===== src/rtl/sample02_rcs_pkg.sv =====
`default_nettype none
// ============================================================================
// Module      : sample02_rcs_pkg
// Description : Shared types and constants for the sample02_rcs scheduled
//               logic evaluator.
// Revision    : 1.0 - initial release
// ============================================================================
package sample02_rcs_pkg;

  typedef enum logic [1:0] {
    IDLE = 2'd0,
    RUN  = 2'd1,
    DONE = 2'd2
  } state_t;

  typedef enum logic [1:0] {
    OP_OR  = 2'd0,
    OP_AND = 2'd1,
    OP_NOT = 2'd2
  } op_kind_t;

  localparam logic [2:0] NUM_STEPS = 3'd7;

endpackage
`default_nettype wire


===== src/rtl/sample02_rcs_fu.sv =====
`default_nettype none
// ============================================================================
// Module      : rcs_fu
// Description : 3-input functional unit; op selects OR, AND or NOT (NOT uses
//               operand bit 0 only).
// Revision    : 1.0 - initial release
// ============================================================================
module rcs_fu
  import sample02_rcs_pkg::*;
(
  input  op_kind_t   op,
  input  logic [2:0] operands,
  output logic       y
);

  always_comb begin
    y = 1'b0;
    case (op)
      OP_OR:   y = |operands;
      OP_AND:  y = &operands;
      OP_NOT:  y = ~operands[0];
      default: y = 1'b0;
    endcase
  end

endmodule
`default_nettype wire


===== src/rtl/sample02_rcs.sv =====
`default_nettype none
// ============================================================================
// Module      : sample02_rcs
// Description : Evaluates o = !(d&e&k), p = !k over a fixed 7-step schedule
//               sharing one OR, one AND and one NOT unit.
// Revision    : 1.0 - initial release
// ============================================================================
module sample02_rcs
  import sample02_rcs_pkg::*;
(
  input  logic       clk,
  input  logic       rst,
  input  logic       start,
  input  logic       a,
  input  logic       b,
  input  logic       c,
  input  logic       d,
  input  logic       e,
  output logic       busy,
  output logic       done,
  output logic       o,
  output logic       p,
  output logic [2:0] step
);

  state_t     r_state;
  state_t     w_state_nx;
  logic [2:0] r_step;
  logic [2:0] w_step_nx;
  logic       w_accept;

  logic r_a, r_b, r_c, r_d, r_e;
  logic r_f, r_g, r_h, r_i, r_j, r_k, r_l;
  logic r_o, r_p;

  logic [2:0] w_or_in, w_and_in, w_not_in;
  logic       w_or_y, w_and_y, w_not_y;

  always_ff @(posedge clk) begin
    if (rst) begin
      r_state <= IDLE;
      r_step  <= 3'd0;
    end else begin
      r_state <= w_state_nx;
      r_step  <= w_step_nx;
    end
  end

  always_comb begin
    w_state_nx = r_state;
    w_step_nx  = r_step;
    w_accept   = 1'b0;
    case (r_state)
      IDLE: begin
        if (start) begin
          w_accept   = 1'b1;
          w_state_nx = RUN;
          w_step_nx  = 3'd1;
        end
      end
      RUN: begin
        if (r_step == NUM_STEPS) begin
          w_state_nx = DONE;
          w_step_nx  = 3'd0;
        end else begin
          w_step_nx  = r_step + 3'd1;
        end
      end
      DONE: begin
        if (start) begin
          w_accept   = 1'b1;
          w_state_nx = RUN;
          w_step_nx  = 3'd1;
        end else begin
          w_state_nx = IDLE;
        end
      end
      default: begin
        w_state_nx = IDLE;
        w_step_nx  = 3'd0;
      end
    endcase
  end

  // Idle operand values are the identity of each unit so inactive units output 0/1 harmlessly.
  always_comb begin
    w_or_in  = 3'b000;
    w_and_in = 3'b111;
    w_not_in = 3'b001;
    if (r_state == RUN) begin
      case (r_step)
        3'd1: begin
          w_or_in  = {1'b0, r_a, r_b};
          w_and_in = {1'b1, r_b, r_d};
        end
        3'd2: w_or_in  = {1'b0, r_f, r_g};
        3'd3: w_or_in  = {1'b0, r_c, r_h};
        3'd4: w_or_in  = {r_e, r_f, r_g};
        3'd5: w_and_in = {1'b1, r_i, r_j};
        3'd6: begin
          w_and_in = {r_d, r_e, r_k};
          w_not_in = {2'b00, r_k};
        end
        3'd7: w_not_in = {2'b00, r_l};
        default: ;
      endcase
    end
  end

  rcs_fu u_fu_or  (.op(OP_OR),  .operands(w_or_in),  .y(w_or_y));
  rcs_fu u_fu_and (.op(OP_AND), .operands(w_and_in), .y(w_and_y));
  rcs_fu u_fu_not (.op(OP_NOT), .operands(w_not_in), .y(w_not_y));

  always_ff @(posedge clk) begin
    if (rst) begin
      {r_a, r_b, r_c, r_d, r_e}               <= 5'd0;
      {r_f, r_g, r_h, r_i, r_j, r_k, r_l}     <= 7'd0;
      r_o                                     <= 1'b0;
      r_p                                     <= 1'b0;
    end else begin
      if (w_accept) begin
        {r_a, r_b, r_c, r_d, r_e} <= {a, b, c, d, e};
      end
      if (r_state == RUN) begin
        case (r_step)
          3'd1: begin
            r_f <= w_or_y;
            r_g <= w_and_y;
          end
          3'd2: r_h <= w_or_y;
          3'd3: r_i <= w_or_y;
          3'd4: r_j <= w_or_y;
          3'd5: r_k <= w_and_y;
          3'd6: begin
            r_l <= w_and_y;
            r_p <= w_not_y;
          end
          3'd7: r_o <= w_not_y;
          default: ;
        endcase
      end
    end
  end

  assign busy = (r_state == RUN);
  assign done = (r_state == DONE);
  assign step = r_step;
  assign o    = r_o;
  assign p    = r_p;

endmodule
`default_nettype wire


===== config.mk =====
export PLATFORM = sky130hd
export DESIGN_NAME = sample02_rcs
export DESIGN_NICKNAME = d
export VERILOG_FILES = /design/src/rtl/sample02_rcs_pkg.sv /design/src/rtl/sample02_rcs_fu.sv /design/src/rtl/sample02_rcs.sv
export SDC_FILE = /design/constraint.sdc
export NUM_CORES = 1
export LEC_CHECK = 0
export BUFFER_PORTS_ARGS = -buffer_cell sky130_fd_sc_hd__buf_2
export CORE_MARGIN = 4
export CORE_UTILIZATION = 55
export CTS_CLUSTER_SIZE = 28
export DETAILED_ROUTE_END_ITERATION = 10
export GPL_TIMING_DRIVEN = 0
export PLACE_DENSITY = 0.79
export SETUP_SLACK_MARGIN = 0.4
export SLEW_MARGIN = 20
export SYNTH_ARGS = -nofsm -noshare
export SYNTH_HDL_FRONTEND = slang
export SYNTH_SLANG_ARGS = --single-unit

===== constraint.sdc =====
create_clock -name clk -period 4.5 [get_ports clk]
set_input_delay 0.45 -clock clk [delete_from_list [all_inputs] [get_ports clk]]
set_output_delay 0.45 -clock clk [all_outputs]
set_load 0.05 [all_outputs]

==> flow_summary_export.csv, run 1 <==
group,metric,value,unit
status,status,"finished clean",
grt,grt_overflow,0,
critical_path,rr_worst_depth,6,
floorplanning,core,1580,µm²
route,routed_wl,2.02,mm
floorplanning,row_count,14,
layout,finalNetCount,137,
timing,tns,0,ns
timing,slew_viol_final,0,
critical_path,endpoint_kind,"output pin",
grt,antenna_found_initial,0,
pwr,p_leak,0.459,nW
clocking,path_clk_slew,0.12,ns
floorplanning,die_x,49.7,µm
synthesis,synth_edf_count,0,
synthesis,synthCells,104,
layout,layout_commonest_cell,"dfxtp_1",
synthesis,ys_warn_count,0,
critical_path,rr_startpoint,"step[0]",
critical_path,critPathArrivalTime,1.39,ns
grt,grt-busiest-layer,"met2",
synthesis,synth_top_area_cell,"dfxtp_1",
job,timing.max_cap.violations,0,
floorplanning,die_area,2470,µm²
synthesis,synth-seq-cells,19,
route,drtPass1Iterations,4,
timing,setup_viol,0,
grt,grt_max_degree,13,
timing,worstMarginPinSlew,0.480,ns
route,route.detailed.drc,0,
timing,rsz0062_at_grt,"no",
synthesis,synth_top_cell_area_share,39.7,%
route,drtAntennaViolNets,0,
timing,timing.final.crit_share,41.0,%
timing,finalClockSkew,0.0130,ns
timing,slew_headroom,68.0,%
synthesis,synth_area_leaders,"dfxtp_1, ha_1, mux2i_1",
clocking,cts_max_level,1,
grt,grt_use_total,17.8,%
timing,hold_viol,0,
layout,final_cell_area,1080,µm²
placed_design,place_ws,2.81,ns
pwr,power.density,297,nW/µm²
critical_path,required,4.05,ns
synthesis,synth_nets,118,
min_path,min_from,"rst",
layout,drive_above_1_share,22.1,%
synthesis,synth_area,958,µm²
synthesis,yosysSeqAreaShare,39.7,%
critical_path,r2r_slack,2.79,ns
layout,largest_reg_flops,3,
timing,post-route-min-period,1.84,ns
layout,final_cell_mix,"dfxtp_1, nor2_1, buf_2",
floorplanning,dieHeight,49.7,µm
timing,timing.hold.ws,0.342,ns
floorplanning,ios,15,
grt,grt.met1_usage,21.3,%
critical_path,start_kind,"flip-flop",
min_path,whs_endpoint,"r_i",
layout,area_growth,12.5,%
critical_path,r2r-end,"r_i",
clocking,clkLatencyLatePin,0.32,ns
placed_design,dp_hpwl,1.57,mm
grt,use_met3,6.63,%
synthesis,syn_avg_cell_area,9.22,µm²
clocking,cts_max_path_buffers,2,
route,vias,805,
layout,diodes,0,
pwr,irDropWorstVdd,0.229,mV
route,avgRoutedWirePerCell,14.6,µm
placed_design,placed_cell_area,1050,µm²
synthesis,yosys_most_used_dff,"dfxtp_1",
route,drt_iter0_drc,14,
synthesis,postSynth.asyncResetShare,0,%
clocking,cts_buffers,3,
clocking,cts_tree,"done",
floorplanning,start_util,60.8,%
clocking,cts_resized,0,
min_path,hp-class,"in -> reg",
grt,first_global_vias,757,
layout,final_util,68.4,%
placed_design,io_buffer_count,14,
clocking,root_buffer,"clkbuf_4",
synthesis,synth_cell_types,32,
critical_path,crit_fanout,10,
route,via_per_inst,5.83,
clocking,hold_buffers,0,
clocking,cts.sinks,19,
placed_design,globalplace.congestion,0.887,
min_path,whs_path_depth,2,
clocking,post-cts-setup-buffers,0,
timing,fmax,542,MHz
critical_path,setup.worst_path.class,"reg -> out",
grt,grt_pass1_wl,3.39,mm
timing,setup_ws,2.66,ns
grt,grtUsageMet2,29.7,%
-- cells in the mapped netlist (all sizes together) (2+ instances only) --
library cell   n
inv            4
ha             6
buf            3
dfxtp         19
a21oi          7
nand3b         3
a22oi          3
nand3          2
nor3           4
nand2          6
mux2i          7
clkbuf         3
a311oi         3
nor2          18
-- cells by family after synthesis --
kind of cell	after synthesis	synth area share, %
multiplexers	8	8.49
adder cells (fa/ha/maj)	6	7.83
buffers and inverters	10	4.96
AO/OA/AOI/OAI	20	15.5
AND/OR/NAND/NOR	41	23.5
flip-flops	19	39.7
-- worst max-delay path, cell delays in order, from the launching register on --
cell,delay (ns)
dfxtp_1,0.45
buf_6,0.17
nand2b_2,0.09
inv_1,0.10
buf_2,0.27
-- cell type report --
class                   instances  area [µm²]
repair buffers                 14        70.1
clock buffers                   3        22.5
clock inverters                 1        7.51
multi-input cells              75         531
flip-flops and latches         19         380
fillers                       137         498
inverters                       4        15.0
well taps                      16        20.0
plain buffers                   6        32.5
-- how the worst max path moves through the flow --
stage,from,end,slack (ns),cells past startpoint
detailed placement,step[0],r_i,2.81,6
finish,r_state[0],busy,2.66,4
floorplan,step[0],r_i,2.56,6
global route,r_state[0],busy,2.59,4
CTS,r_state[0],busy,2.65,4
global placement,step[0],r_i,2.84,6
-- where the power goes --
| group | total (mW) | internal [mW] | switching, mW |
|---|---|---|---|
| Clock | 0.0917 | 0.0340 | 0.0577 |
| Combinational | 0.0499 | 0.0181 | 0.0318 |
| Sequential | 0.179 | 0.173 | 0.00569 |
-- stage by stage --
step | power, mW | instances
finish | 0.321 | 138
global route | 0.335 | 138
CTS | 0.324 | 138
detailed placement | 0.233 | 134
global placement | 0.231 | 134
floorplan | 0.218 | 104
-- layer usage --
metal / up-vias / share of wire [%]
met3: 2 / 5.5
met2: 20 / 50
li1: 403 / -
met4: 0 / 0.64
met1: 380 / 44
met5: - / 0
(Power assumes the default switching activity.)
==> run 2, diff against run 1 <==
- CORE_UTILIZATION: 55 -> 54
- PLACE_DENSITY: 0.79 -> 0.78
- clock period: 4.5 -> 1.7 ns (I/O delays scaled with it)
==> run 2 against run 1 <==
  * Cell area grew 35%
  * Register-to-register slack got worse by 2.6 ns
  * Critical path depth is 2 higher
  * Clock power rose to 2.6 times the previous value
  * Cell count grew 18%
  * Sequential share of layout area is 8.3 points lower
  * Worst hold slack got worse by 0.24 ns
  * Combinational power increased to 4.9 times the previous value
  * Non-clock buffer count increased by 17
  * Utilization is 23 points higher
==> flow_summary_export.csv, run 2 (synthesis gave the netlist of run 1 again) <==
group,metric,value,unit
clocking,path_clk_slew,0.11,ns
grt,first_global_vias,903,
floorplanning,ios,15,
layout,multi_input_area,714,µm²
pwr,p_clk_share,24.7,%
critical_path,start_kind,"flip-flop",
grt,grt_max_degree,11,
floorplanning,die_x,50.1,µm
timing,worstMarginPinSlew,0.579,ns
layout,largest_reg_flops,3,
route,drtPass1Iterations,4,
placed_design,place_inst,142,
floorplanning,core,1590,µm²
critical_path,setup.worst_path.class,"reg -> reg",
layout,layout_commonest_cell,"buf_4",
timing,setup_viol,0,
grt,antenna_found_initial,0,
timing,hold_viol,0,
layout,regArea,394,µm²
timing,timing.final.crit_share,86.5,%
route,drtAntennaViolNets,0,
pwr,power_frac_comb,25.4,%
layout,diodes,0,
layout,final_cell_mix,"buf_4, nor2_1, dfxtp_1",
layout,area_growth,52.3,%
placed_design,io_buffer_count,14,
route,route.detailed.drc,0,
timing,post-route-min-period,1.47,ns
timing,finalClockSkew,0.00884,ns
floorplanning,dieHeight,50.1,µm
timing,slew_headroom,61.4,%
layout,finalNetCount,154,
critical_path,critPathArrivalTime,1.66,ns
clocking,cts_max_level,1,
floorplanning,row_count,14,
pwr,p_total,0.959,mW
job,timing.max_cap.violations,0,
critical_path,crit_fanout,5,
critical_path,r2r_slack,0.23,ns
clocking,cts.sinks,19,
pwr,p_int,0.665,mW
clocking,cts_buffers,3,
min_path,hp-class,"in -> reg",
timing,rsz0062_at_grt,"yes",
status,status,"finished clean",
layout,final_cell_count_no_fill,163,
route,drt_iter0_drc,53,
pwr,switchingPower,0.294,mW
floorplanning,die_area,2510,µm²
pwr,power.density,657,nW/µm²
pwr,swShare,30.6,%
route,via_per_inst,6.19,
timing,fmax,680,MHz
critical_path,required,1.88,ns
clocking,root_buffer,"clkbuf_4",
timing,tns,0,ns
timing,setup_ws,0.229,ns
layout,final_util,91.6,%
grt,grt_use_total,22.7,%
grt,grt_pass1_wl,4.30,mm
layout,drive_above_1_share,54.7,%
layout,fillers,60,
timing,slew_viol_final,0,
clocking,cts_tree,"done",
route,vias,1009,
critical_path,endpoint_kind,"flip-flop",
floorplanning,start_util,60.1,%
clocking,clkLatencyLatePin,0.31,ns
grt,grt_overflow,0,
pwr,seq_power_share,49.9,%
clocking,cts_max_path_buffers,2,
placed_design,place_ws,0.200,ns
placed_design,globalplace.congestion,0.795,
pwr,irDropWorstVdd,0.582,mV
route,avgRoutedWirePerCell,20.0,µm
pwr,p_leak,0.594,nW
placed_design,dp_hpwl,1.57,mm
route,routed_wl,3.27,mm
-- run 2: critical path, cell delays in order, from the launching register on --
cell	delay [ns]
dfxtp_4	0.42
inv_4	0.07
ha_4	0.18
a311oi_2	0.30
nor2_2	0.11
a21oi_4	0.19
o31ai_1	0.09
-- run 2: final cells by class --
| cell class | instances | share of cell area [%] |
|---|---|---|
| multi-input cells | 75 | 48.9 |
| well taps | 24 | 2.06 |
| plain buffers | 6 | 3.17 |
| flip-flops and latches | 19 | 27.0 |
| clock buffers | 4 | 1.80 |
| inverters | 4 | 1.37 |
| repair buffers | 31 | 15.7 |
-- run 2: power by group through the flow --
stage / clock network (mW) / registers, mW / logic (mW)
2_1_floorplan: 0 / 0.494 / 0.0923
3_3_place_gp: 0 / 0.484 / 0.136
3_5_place_dp: 0 / 0.484 / 0.140
4_1_cts: 0.237 / 0.477 / 0.185
5_1_grt: 0.259 / 0.480 / 0.258
6_report: 0.237 / 0.478 / 0.243
-- run 2: worst paths after layout --
path,to,cells after the start,startpoint
hold / removal,r_i,2,rst
setup reg to reg,r_f,6,step[1]
hold reg to reg,p,2,p
setup / recovery,r_f,6,step[1]
-- run 2: metrics by stage --
stage	hold slack, ns	cell area (µm²)
detailed placement	0.385	1100
CTS	0.0735	1320
floorplan	0.255	998
finish	0.0976	1460
global placement	0.380	1100
global route	0.0862	1460
-- run 2: timing repair --
action                                  4_1_cts  5_1_grt
hold buffers                                  0        0
cloned                                        0        0
pin swaps                                    13       14
gates resized for setup                      22       25
endpoints found under the setup margin       11       19
buffers inserted                              9        8
-- run 2: per-layer routing --
layer	vias to the layer above	track usage [%]	routed length, µm
li1	443	-	-
met1	499	27.2	1300
met2	53	36.7	1650
met3	14	5.92	221
met4	0	12.9	95
met5	-	0	0
==> run 3, diff against run 2 <==
- CORE_MARGIN: 4 -> 10
==> run 3 against run 2 <==
  * Flip-flop and latch count is the same
  * Highest routed layer unchanged
  * Count of clock-buffer cells in the layout is 1 lower
  * Register-to-register slack worse by 0.04 ns
  * Die area grew 54%
  * Critical path type unchanged
==> flow_summary_export.csv, run 3 (synthesis gave the netlist of run 1 again) <==
group,metric,value,unit
pwr,irDropWorstVdd,0.495,mV
clocking,path_clk_slew,0.12,ns
floorplanning,die_x,62.1,µm
route,drt_iter0_drc,45,
route,routed_wl,3.24,mm
clocking,root_buffer,"clkbuf_4",
layout,regArea,399,µm²
grt,grt_overflow,0,
grt,grt_pass1_wl,4.39,mm
clocking,cts_tree,"done",
layout,drive_above_1_share,51.8,%
pwr,p_leak,0.584,nW
timing,slew_headroom,65.0,%
floorplanning,dieHeight,62.1,µm
placed_design,place_inst,143,
placed_design,io_buffer_count,14,
timing,finalClockSkew,0.00426,ns
layout,largest_reg_flops,3,
timing,timing.final.crit_share,88.9,%
timing,slew_viol_final,0,
job,timing.max_cap.violations,0,
layout,final_cell_count_no_fill,162,
grt,grt_max_degree,12,
layout,final_util,83.4,%
layout,finalNetCount,152,
placed_design,globalplace.congestion,0.792,
route,route.detailed.drc,0,
timing,setup_viol,0,
timing,rsz0062_at_grt,"yes",
pwr,p_total,0.948,mW
layout,fillers,96,
clocking,cts_max_level,1,
clocking,clkLatencyLatePin,0.31,ns
layout,area_growth,48.7,%
layout,diodes,0,
clocking,cts_buffers,3,
route,via_per_inst,5.96,
clocking,hold_buffers,0,
floorplanning,core,1710,µm²
layout,multi_input_area,691,µm²
grt,antenna_found_initial,0,
route,drtPass1Iterations,4,
critical_path,crit_fanout,5,
clocking,cts.sinks,19,
timing,timing.hold.ws,0.0885,ns
placed_design,dp_hpwl,1.54,mm
grt,first_global_vias,923,
floorplanning,start_util,56.1,%
critical_path,setup.worst_path.class,"reg -> reg",
layout,final_cell_mix,"buf_4, nor2_1, dfxtp_1",
critical_path,endpoint_kind,"flip-flop",
timing,fmax,662,MHz
clocking,cts_max_path_buffers,2,
critical_path,critPathArrivalTime,1.75,ns
min_path,hp-class,"in -> reg",
floorplanning,ios,15,
timing,hold_viol,0,
critical_path,start_kind,"flip-flop",
route,vias,966,
floorplanning,die_area,3860,µm²
floorplanning,row_count,15,
timing,worstMarginPinSlew,0.525,ns
status,status,"finished clean",
pwr,power.density,665,nW/µm²
route,drtAntennaViolNets,0,
critical_path,required,1.94,ns
timing,post-route-min-period,1.51,ns
grt,grt_use_total,13.6,%
timing,tns,0,ns
route,avgRoutedWirePerCell,20.0,µm
## run 3: cell types whose count changed in the layout (fill, tap and decap cells not counted), moves of 2 or more
cell     delta
a21oi_1     +2
a21oi_2     -2
dfxtp_2     -2
dfxtp_4     +2
## run 3: final timing paths
kind / start / to / slack, ns / depth (start not counted)
hold reg to reg: p / p / 0.46 / 2
setup reg to reg: step[1] / o / 0.19 / 6
setup / recovery: step[1] / o / 0.19 / 6
hold / removal: rst / r_i / 0.09 / 2
## run 3: worst max-delay path, cell delays in order, from the launching register on
cell     delay, ns
dfxtp_4       0.41
ha_4          0.19
ha_2          0.22
a22oi_2       0.19
and3_4        0.20
nand3_1       0.09
a21oi_1       0.16
## run 3: report_power, final
group          total [mW]  switching [mW]  internal, mW
clock               0.242           0.154        0.0879
combinational       0.230           0.124         0.107
sequential          0.475          0.0200         0.456
total               0.948           0.298         0.650
## run 3: per-stage QoR
stage,cell area (µm²),setup WS (ns)
floorplan,998,0.181
global placement,1100,0.236
detailed placement,1100,0.203
CTS,1280,0.277
global route,1430,0.126
finish,1430,0.190
## run 3: layout make-up
cell class                 count  share of cell area [%]
multi-input combinational     75                    48.5
sequential                    19                    28.0
timing repair buffer          29                    14.4
buffer                         6                    3.25
tap                           25                    2.19
inverter                       4                    1.76
clock buffer                   3                    1.58
clock inverter                 1                   0.351
## run 3: repair_timing
item / 4_1_cts / 5_1_grt
endpoints found under the setup margin: 11 / 17
setup buffers: 10 / 5
pin swaps: 11 / 9
gates resized for setup: 17 / 29
## run 3: routing by layer
metal	up-vias	global-route usage, %	wire length [µm]
met2	55	23.7	1560
met5	-	0	0
li1	435	-	-
met1	459	15.5	1310
met3	17	3.23	224
met4	0	4.86	152
